**config.mk**
```make
export PLATFORM = sky130hd
export DESIGN_NAME = ctu_clsp_cken_stagger_flat
export DESIGN_NICKNAME = d
export VERILOG_FILES = /design/src/rtl/ctu_clsp_pkg.sv /design/src/rtl/ctu_clsp_cken_stagger_if.sv /design/src/rtl/ctu_clsp_retime_pipe.sv /design/src/rtl/ctu_clsp_cken_stagger.sv /design/src/flat_wrapper.sv
export SDC_FILE = /design/constraint.sdc
export NUM_CORES = 1
export LEC_CHECK = 0
export ABC_AREA = 1
export ABC_CLOCK_PERIOD_IN_PS = 1400
export BUFFER_PORTS_ARGS = -buffer_cell sky130_fd_sc_hd__buf_2
export CAP_MARGIN = 40
export CELL_PAD_IN_SITES_DETAIL_PLACEMENT = 2
export CELL_PAD_IN_SITES_GLOBAL_PLACEMENT = 2
export CORE_MARGIN = 2
export CORE_UTILIZATION = 31
export DETAILED_ROUTE_END_ITERATION = 7
export HOLD_SLACK_MARGIN = 0.12
export PLACE_DENSITY = 0.76
export SYNTH_ARGS = -nofsm -noshare
export SYNTH_HDL_FRONTEND = slang
export SYNTH_HIERARCHICAL = 1
export SYNTH_SLANG_ARGS = --single-unit
```
**constraint.sdc**
```tcl
create_clock -name cmp_gclk -period 1.4 [get_ports cmp_gclk]
set_input_delay 0.07 -clock cmp_gclk [delete_from_list [all_inputs] [get_ports cmp_gclk]]
set_output_delay 0.07 -clock cmp_gclk [all_outputs]
set_load 0.005 [all_outputs]
```
**src/rtl/ctu_clsp_pkg.sv**
```systemverilog
// CTU clock-split shared types and defaults.
// Used by the cken stagger retimer and its interface.
package ctu_clsp_pkg;

  typedef enum logic {
    IDLE,
    GAP_WAIT
  } cken_stg_e;

  localparam int CTU_CKEN_NUM_CH = 6;
  localparam int CTU_CKEN_DEPTH  = 2;
  localparam int CTU_CKEN_GAP    = 4;

endpackage

```
**src/rtl/ctu_clsp_cken_stagger_if.sv**
```systemverilog
// Request/enable bundle between the CTU and the stagger retimer.
// The master drives requests; the slave returns enables and busy.
interface ctu_clsp_cken_stagger_if
  import ctu_clsp_pkg::*;
#(
  parameter int NUM_CH = CTU_CKEN_NUM_CH
) ();

  logic [NUM_CH-1:0] cken_dl;
  logic              sync_edge;
  logic              force_off;
  logic [NUM_CH-1:0] cken_dg;
  logic              busy;

  modport master (
    output cken_dl,
    output sync_edge,
    output force_off,
    input  cken_dg,
    input  busy
  );

  modport slave (
    input  cken_dl,
    input  sync_edge,
    input  force_off,
    output cken_dg,
    output busy
  );

endinterface

```
**src/rtl/ctu_clsp_retime_pipe.sv**
```systemverilog
// WIDTH x DEPTH flop pipeline, synchronous active-high reset.
// Shared by the CTU retime paths.
module ctu_clsp_retime_pipe #(
  parameter int WIDTH = 1,
  parameter int DEPTH = 1
) (
  input  logic             clk,
  input  logic             rst,
  input  logic [WIDTH-1:0] d_i,
  output logic [WIDTH-1:0] q_o
);

  logic [DEPTH-1:0][WIDTH-1:0] stg_q;

  // Shift one stage per clock; reset flushes every stage.
  always_ff @(posedge clk) begin
    if (rst) begin
      stg_q <= '0;
    end else begin
      stg_q[0] <= d_i;
      for (int i = 1; i < DEPTH; i++) begin
        stg_q[i] <= stg_q[i-1];
      end
    end
  end

  assign q_o = stg_q[DEPTH-1];

endmodule

```
**src/rtl/ctu_clsp_cken_stagger.sv**
```systemverilog
// DRAM clock-enable retimer: turn-offs on the sync edge,
// turn-ons staggered one channel at a time at least GAP apart.
module ctu_clsp_cken_stagger
  import ctu_clsp_pkg::*;
#(
  parameter int NUM_CH = CTU_CKEN_NUM_CH,
  parameter int DEPTH  = CTU_CKEN_DEPTH,
  parameter int GAP    = CTU_CKEN_GAP
) (
  input  logic                    cmp_gclk,
  input  logic                    cmp_grst,
  ctu_clsp_cken_stagger_if.slave  bus
);

  localparam int CW = $clog2(GAP + 1);

  function automatic logic [NUM_CH-1:0] lowest(
    input logic [NUM_CH-1:0] v
  );
    logic [NUM_CH-1:0] r;
    logic              f;
    r = '0;
    f = 1'b0;
    for (int i = 0; i < NUM_CH; i++) begin
      if (v[i] && !f) begin
        r[i] = 1'b1;
        f    = 1'b1;
      end
    end
    return r;
  endfunction

  logic [NUM_CH-1:0] tgt;
  logic [NUM_CH-1:0] pend;
  logic [NUM_CH-1:0] off;
  logic [NUM_CH-1:0] dg_q, dg_d;
  logic [CW-1:0]     gcnt_q, gcnt_d;
  cken_stg_e         state_q, state_d;
  logic              busy_q, busy_d;

  ctu_clsp_retime_pipe #(
    .WIDTH (NUM_CH),
    .DEPTH (DEPTH)
  ) u_pipe (
    .clk (cmp_gclk),
    .rst (cmp_grst),
    .d_i (bus.cken_dl),
    .q_o (tgt)
  );

  assign pend = tgt & ~dg_q;
  assign off  = ~tgt & dg_q;

  // Next enables and stagger FSM; force_off overrides all.
  // Loading GAP-1 and leaving on reaching zero lets the next
  // turn-on happen exactly GAP cycles after the previous one.
  always_comb begin
    state_d = state_q;
    gcnt_d  = gcnt_q;
    dg_d    = dg_q;
    if (bus.force_off) begin
      dg_d    = '0;
      state_d = IDLE;
      gcnt_d  = '0;
    end else begin
      if (bus.sync_edge) begin
        dg_d = dg_q & ~off;
      end
      unique case (state_q)
        IDLE: begin
          if (bus.sync_edge && |pend) begin
            dg_d = dg_d | lowest(pend);
            if (GAP > 1) begin
              state_d = GAP_WAIT;
              gcnt_d  = CW'(GAP - 1);
            end
          end
        end
        GAP_WAIT: begin
          if (gcnt_q <= CW'(1)) begin
            state_d = IDLE;
            gcnt_d  = '0;
          end else begin
            gcnt_d = gcnt_q - CW'(1);
          end
        end
        default: state_d = IDLE;
      endcase
    end
  end

  // Busy reflects pending work or a running gap, one cycle late.
  always_comb begin
    busy_d = (|pend) | (state_q == GAP_WAIT);
  end

  // State, counter, enable and busy registers.
  always_ff @(posedge cmp_gclk) begin
    if (cmp_grst) begin
      state_q <= IDLE;
      gcnt_q  <= '0;
      dg_q    <= '0;
      busy_q  <= 1'b0;
    end else begin
      state_q <= state_d;
      gcnt_q  <= gcnt_d;
      dg_q    <= dg_d;
      busy_q  <= busy_d;
    end
  end

  assign bus.cken_dg = dg_q;
  assign bus.busy    = busy_q;

endmodule

```
**src/flat_wrapper.sv**
```systemverilog
// flat-port wrapper written by rule: the top's interface ports become plain ports
module ctu_clsp_cken_stagger_flat import ctu_clsp_pkg::*;
#(
  parameter int NUM_CH = CTU_CKEN_NUM_CH,
  parameter int DEPTH  = CTU_CKEN_DEPTH,
  parameter int GAP    = CTU_CKEN_GAP
)
  (cmp_gclk, cmp_grst, bus_cken_dl, bus_sync_edge, bus_force_off, bus_cken_dg, bus_busy);
  ctu_clsp_cken_stagger_if #(.NUM_CH(NUM_CH)) bus_i ();
  input  logic cmp_gclk;
  input  logic cmp_grst;
  input wire logic [$bits(bus_i.cken_dl)-1:0] bus_cken_dl;
  input wire logic [$bits(bus_i.sync_edge)-1:0] bus_sync_edge;
  input wire logic [$bits(bus_i.force_off)-1:0] bus_force_off;
  output wire logic [$bits(bus_i.cken_dg)-1:0] bus_cken_dg;
  output wire logic [$bits(bus_i.busy)-1:0] bus_busy;
  assign bus_i.cken_dl = bus_cken_dl;
  assign bus_i.sync_edge = bus_sync_edge;
  assign bus_i.force_off = bus_force_off;
  assign bus_cken_dg = bus_i.cken_dg;
  assign bus_busy = bus_i.busy;
  ctu_clsp_cken_stagger #(.NUM_CH(NUM_CH), .DEPTH(DEPTH), .GAP(GAP)) u_core (.cmp_gclk(cmp_gclk), .cmp_grst(cmp_grst), .bus(bus_i));
endmodule
```
==> summary by stage <==
Pwr
Dividing total power by cell area gives a power density of 918 nW/um^2. The worst IR drop on VDD is between 0.5 and 0.6 mV. The standby leakage power is about 0.00059 uW.

Floorplan
The core region is between 3000 and 4000 sq um. The die width is between 60 and 70 um. The effective utilization at floorplan is ~33%.

The I/O pin count is 17. The chip height is 61.7 um. Row generation in the floorplan step produced 20 rows. The die covers 3810 sq um.

Routing
In the routed design, unresolved DRC markers number 0. For this block, the routed nets add up to 2390 um of wire. The first TritonRoute pass finished after 3 iterations. Across all layers, the routed design uses around 900 vias. After the first detailed-routing iteration, the DRC count stood at 7. The count of nets left with antenna violations once routing finished came out at 0. After detailed routing, the number of vias per cell comes to about 4.5.

After detailed routing, the average wire length per cell comes to 11.9 um.

Setup path
Data on the critical path arrives at its endpoint at 1.52 ns. The number of buffers and inverters on the critical path is 2. STA classifies the critical path endpoint as a flip-flop.

The category of the critical setup timing path is flip-flop to flip-flop. The slowest stage cell on the critical path is dfxtp_2. The startpoint identified for the worst register-to-register timing path is u_core/gcnt_q[1]. STA classifies the critical path startpoint as a flip-flop. The worst endpoint required time is 1.65 ns. The worst reg-to-reg setup slack is around 0.13 ns.

The end of the worst register-to-register path is u_core/gcnt_q[1]. The signal on the critical path passes through inv_1, ha_1, o21bai_1, nand2_1, inv_1, o21ai_2, nand2_1, a21oi_2. In this design, the largest share of critical-path delay is due to flip-flops.

Of all nets on the critical path, the largest fanout is 3. The depth of the worst register-to-register path is 8. The delay of the slowest cell on the worst path is 0.37 ns.

Synthesis
The area of the mapped netlist is slightly above 1000 sq um. Each instance of the synthesized netlist takes up on average 8.13 sq um. The sequential-to-total area share from yosys stat is 44.6%. Yosys printed 6 warnings. The number of nets in the synthesized netlist is 139. The number of flip-flops and latches in the synthesized netlist is 23. The number of library cell types mapped by synthesis is 24.

The share of the synthesized area in the top cell type is between 40% and 50%. In the post-synthesis netlist, the biggest area contributors are dfxtp_1 45%, inv_1 9.5%, nand2_4 5.5%. The largest area contributor in the synthesized netlist is dfxtp_1.

The instance count of the mapped netlist is around 130.

Worst hold path
The worst hold path stage count is 2. The type of the worst min-delay path is flip-flop to flip-flop. The endpoint of the worst hold-timing path is u_core/u_pipe/q_o[4].

The beginning of the worst hold path is u_core/u_pipe/stg_q[4].

STA
Between clock sinks in the finished design, the worst skew comes to roughly 0.0046 ns. The number of max-slew violations in the final report is 0. The final number of setup-violating endpoints is 0. The smallest clock period supported by the final layout is computed as 1.27 ns.

At the pin with the least slew margin, the transition time is ~0.31 ns. The worst hold margin is roughly 0.42 ns. The minimum setup slack in the final design is roughly 0.13 ns. The highest clock frequency the design can meet is 0.785 GHz. The number of failing hold endpoints at the final stage is 0.

The final period utilization is 91.0%. In this run the tightest slew margin relative to its limit is between 70% and 80%. Setup repair after global routing left no endpoint under its margin.

Global route
Entering global routing, the biggest net connects 15 pins. The wire length of the first global-routing pass is 4080 um. After global routing the overflow that remains totals 0. The via count of the first global-routing pass is about 950. The number of antenna violations at the first check in global routing is 0.

The total global-route track usage is between 10 and 15%.

Layout
The number of nets at the end of the flow is approximately 170. The area growth from synthesis to layout is 25.5%. The most frequent standard cell in the layout excluding fill and tap cells is inv_1. The final core area utilization is approximately two fifths.

The number of antenna cells inserted is 0. Of the cells placed in the final design, the portion with a size suffix greater than 1 is a little under a quarter. The library cells used most frequently in the layout, excluding fill and tap cells, are 26 x inv_1, 22 x dfxtp_1, 16 x buf_2, 15 x dlygate4sd3_1, 15 x nor2_1. After filler insertion, the fill cell instance count of the layout stands at just under 400.

CTS
CTS built an H-tree with a depth of 1. Clock tree synthesis inserted a total of 3 buffers. The clock slew at the register clock pins of the worst setup and hold paths is approximately 0.13 ns. The TritonCTS clock tree is yes. The buffer levels on the longest clock path is 2. For the worst-skew pair, the clock arrives at the later sink with an insertion delay of a little over 0.3 ns.

In this run the clock root is driven by a clkbuf_4. The tree built by TritonCTS fans out to 23 sinks.

Place
The number of I/O port buffers is 16. Detailed placement finished with a half-perimeter wire length of around 1700 um. The worst-case setup slack after placement is -0.0101 ns. Routability-driven placement finished with a final weighted congestion of roughly 0.73.

Status
The run finished with clean final reports.

Job
Max-cap violations in this run came to 0.
==> Yosys cell counts <==
| cell type | number |
|---|---|
| ha_1 | 2 |
| inv_2 | 2 |
| a21oi_2 | 1 |
| a21oi_1 | 10 |
| nor3_1 | 2 |
| nor2_1 | 15 |
| nand2_4 | 5 |
| o21bai_1 | 2 |
| nand2_2 | 2 |
| o21ai_0 | 7 |
| dfxtp_1 | 23 |
| xor2_1 | 1 |
| nand3_1 | 3 |
| clkinv_1 | 1 |
| nand4_1 | 5 |
| clkbuf_8 | 1 |
| nand2_1 | 7 |
| o21ai_1 | 1 |
| buf_6 | 1 |
| inv_1 | 26 |
| nand3_2 | 2 |
| a31oi_1 | 1 |
| nor2_4 | 1 |
| buf_4 | 6 |
==> final cells by class <==
class	instances	area, sq um	share of cell area, %
Clock buffer	3	22.5	1.74
Clock inverter	1	5.00	0.386
Inverter	29	109	8.41
Multi-Input combinational cell	67	397	30.6
Sequential cell	23	462	35.7
Tap cell	44	55.1	4.25
Timing Repair Buffer	33	245	18.9
==> how the worst max path moves through the flow <==
stage | depth (start not counted) | start | slack (ns) | endpoint
finish | 8 | u_core/gcnt_q[1] | 0.13 | u_core/gcnt_q[1]
detailed placement | 8 | u_core/gcnt_q[1] | -0.01 | u_core/gcnt_q[1]
global placement | 8 | u_core/gcnt_q[1] | 0.16 | u_core/gcnt_q[1]
global route | 8 | u_core/gcnt_q[1] | 0.005 | u_core/gcnt_q[1]
CTS | 8 | u_core/gcnt_q[1] | 0.006 | u_core/gcnt_q[1]
floorplan | 8 | u_core/gcnt_q[1] | 0.21 | u_core/gcnt_q[1]
==> flip-flops by register name, summed over array words and instances (netlist names) <==
register             cells
u_core/bus.busy          1
u_core/u_pipe/q_o        6
u_core/gcnt_q            3
u_core/state_q           1
u_core/bus.cken_dg       6
u_core/u_pipe/stg_q      6
==> what timing repair did <==
action,4_1_cts,5_1_grt
setup endpoints to repair,1,1
gates resized for setup,1,2
pin swaps,0,2
setup buffers,0,2
endpoints found under the hold margin,16,0
hold buffers,15,0
==> per-layer routing <==
layer  track usage, %  wire length, um
met5                0                0
met4             7.90               51
met3             2.28               56
met2             26.5             1220
met1             16.4             1060
==> tightest hold or removal path, stage by stage (launching register included) <==
cell and delay, ns:
dfxtp_1 0.32, inv_1 0.04, nor2_1 0.03
==> through the flow <==
stage	total power [uW]	TNS, ns	area [sq um]	cells
after floorplan	818	0	1030	127
after global placement	844	0	1100	179
after detailed placement	853	-0.0101	1100	179
after CTS	1200	0	1280	198
after global routing	1260	0	1290	200
final	1190	0	1290	200
==> kinds of logic (layout without fill, tap and decap cells) <==
family / Yosys count / after routing / share of synthesized area [%]
XOR/XNOR: 1 / 1 / 0.849
AO/OA/AOI/OAI: 22 / 22 / 11.6
adder cells (fa/ha/maj): 2 / 2 / 2.42
AND/OR/NAND/NOR: 42 / 42 / 23.2
buffers and inverters: 37 / 66 / 17.3
flip-flops: 23 / 23 / 44.6
==> report_power, final <==
group / total [uW] / internal [uW] / switching, uW
registers: 695 / 680 / 14.8
logic: 182 / 84.6 / 97.7
clock network: 312 / 107 / 205
(Power assumes the default switching activity.)
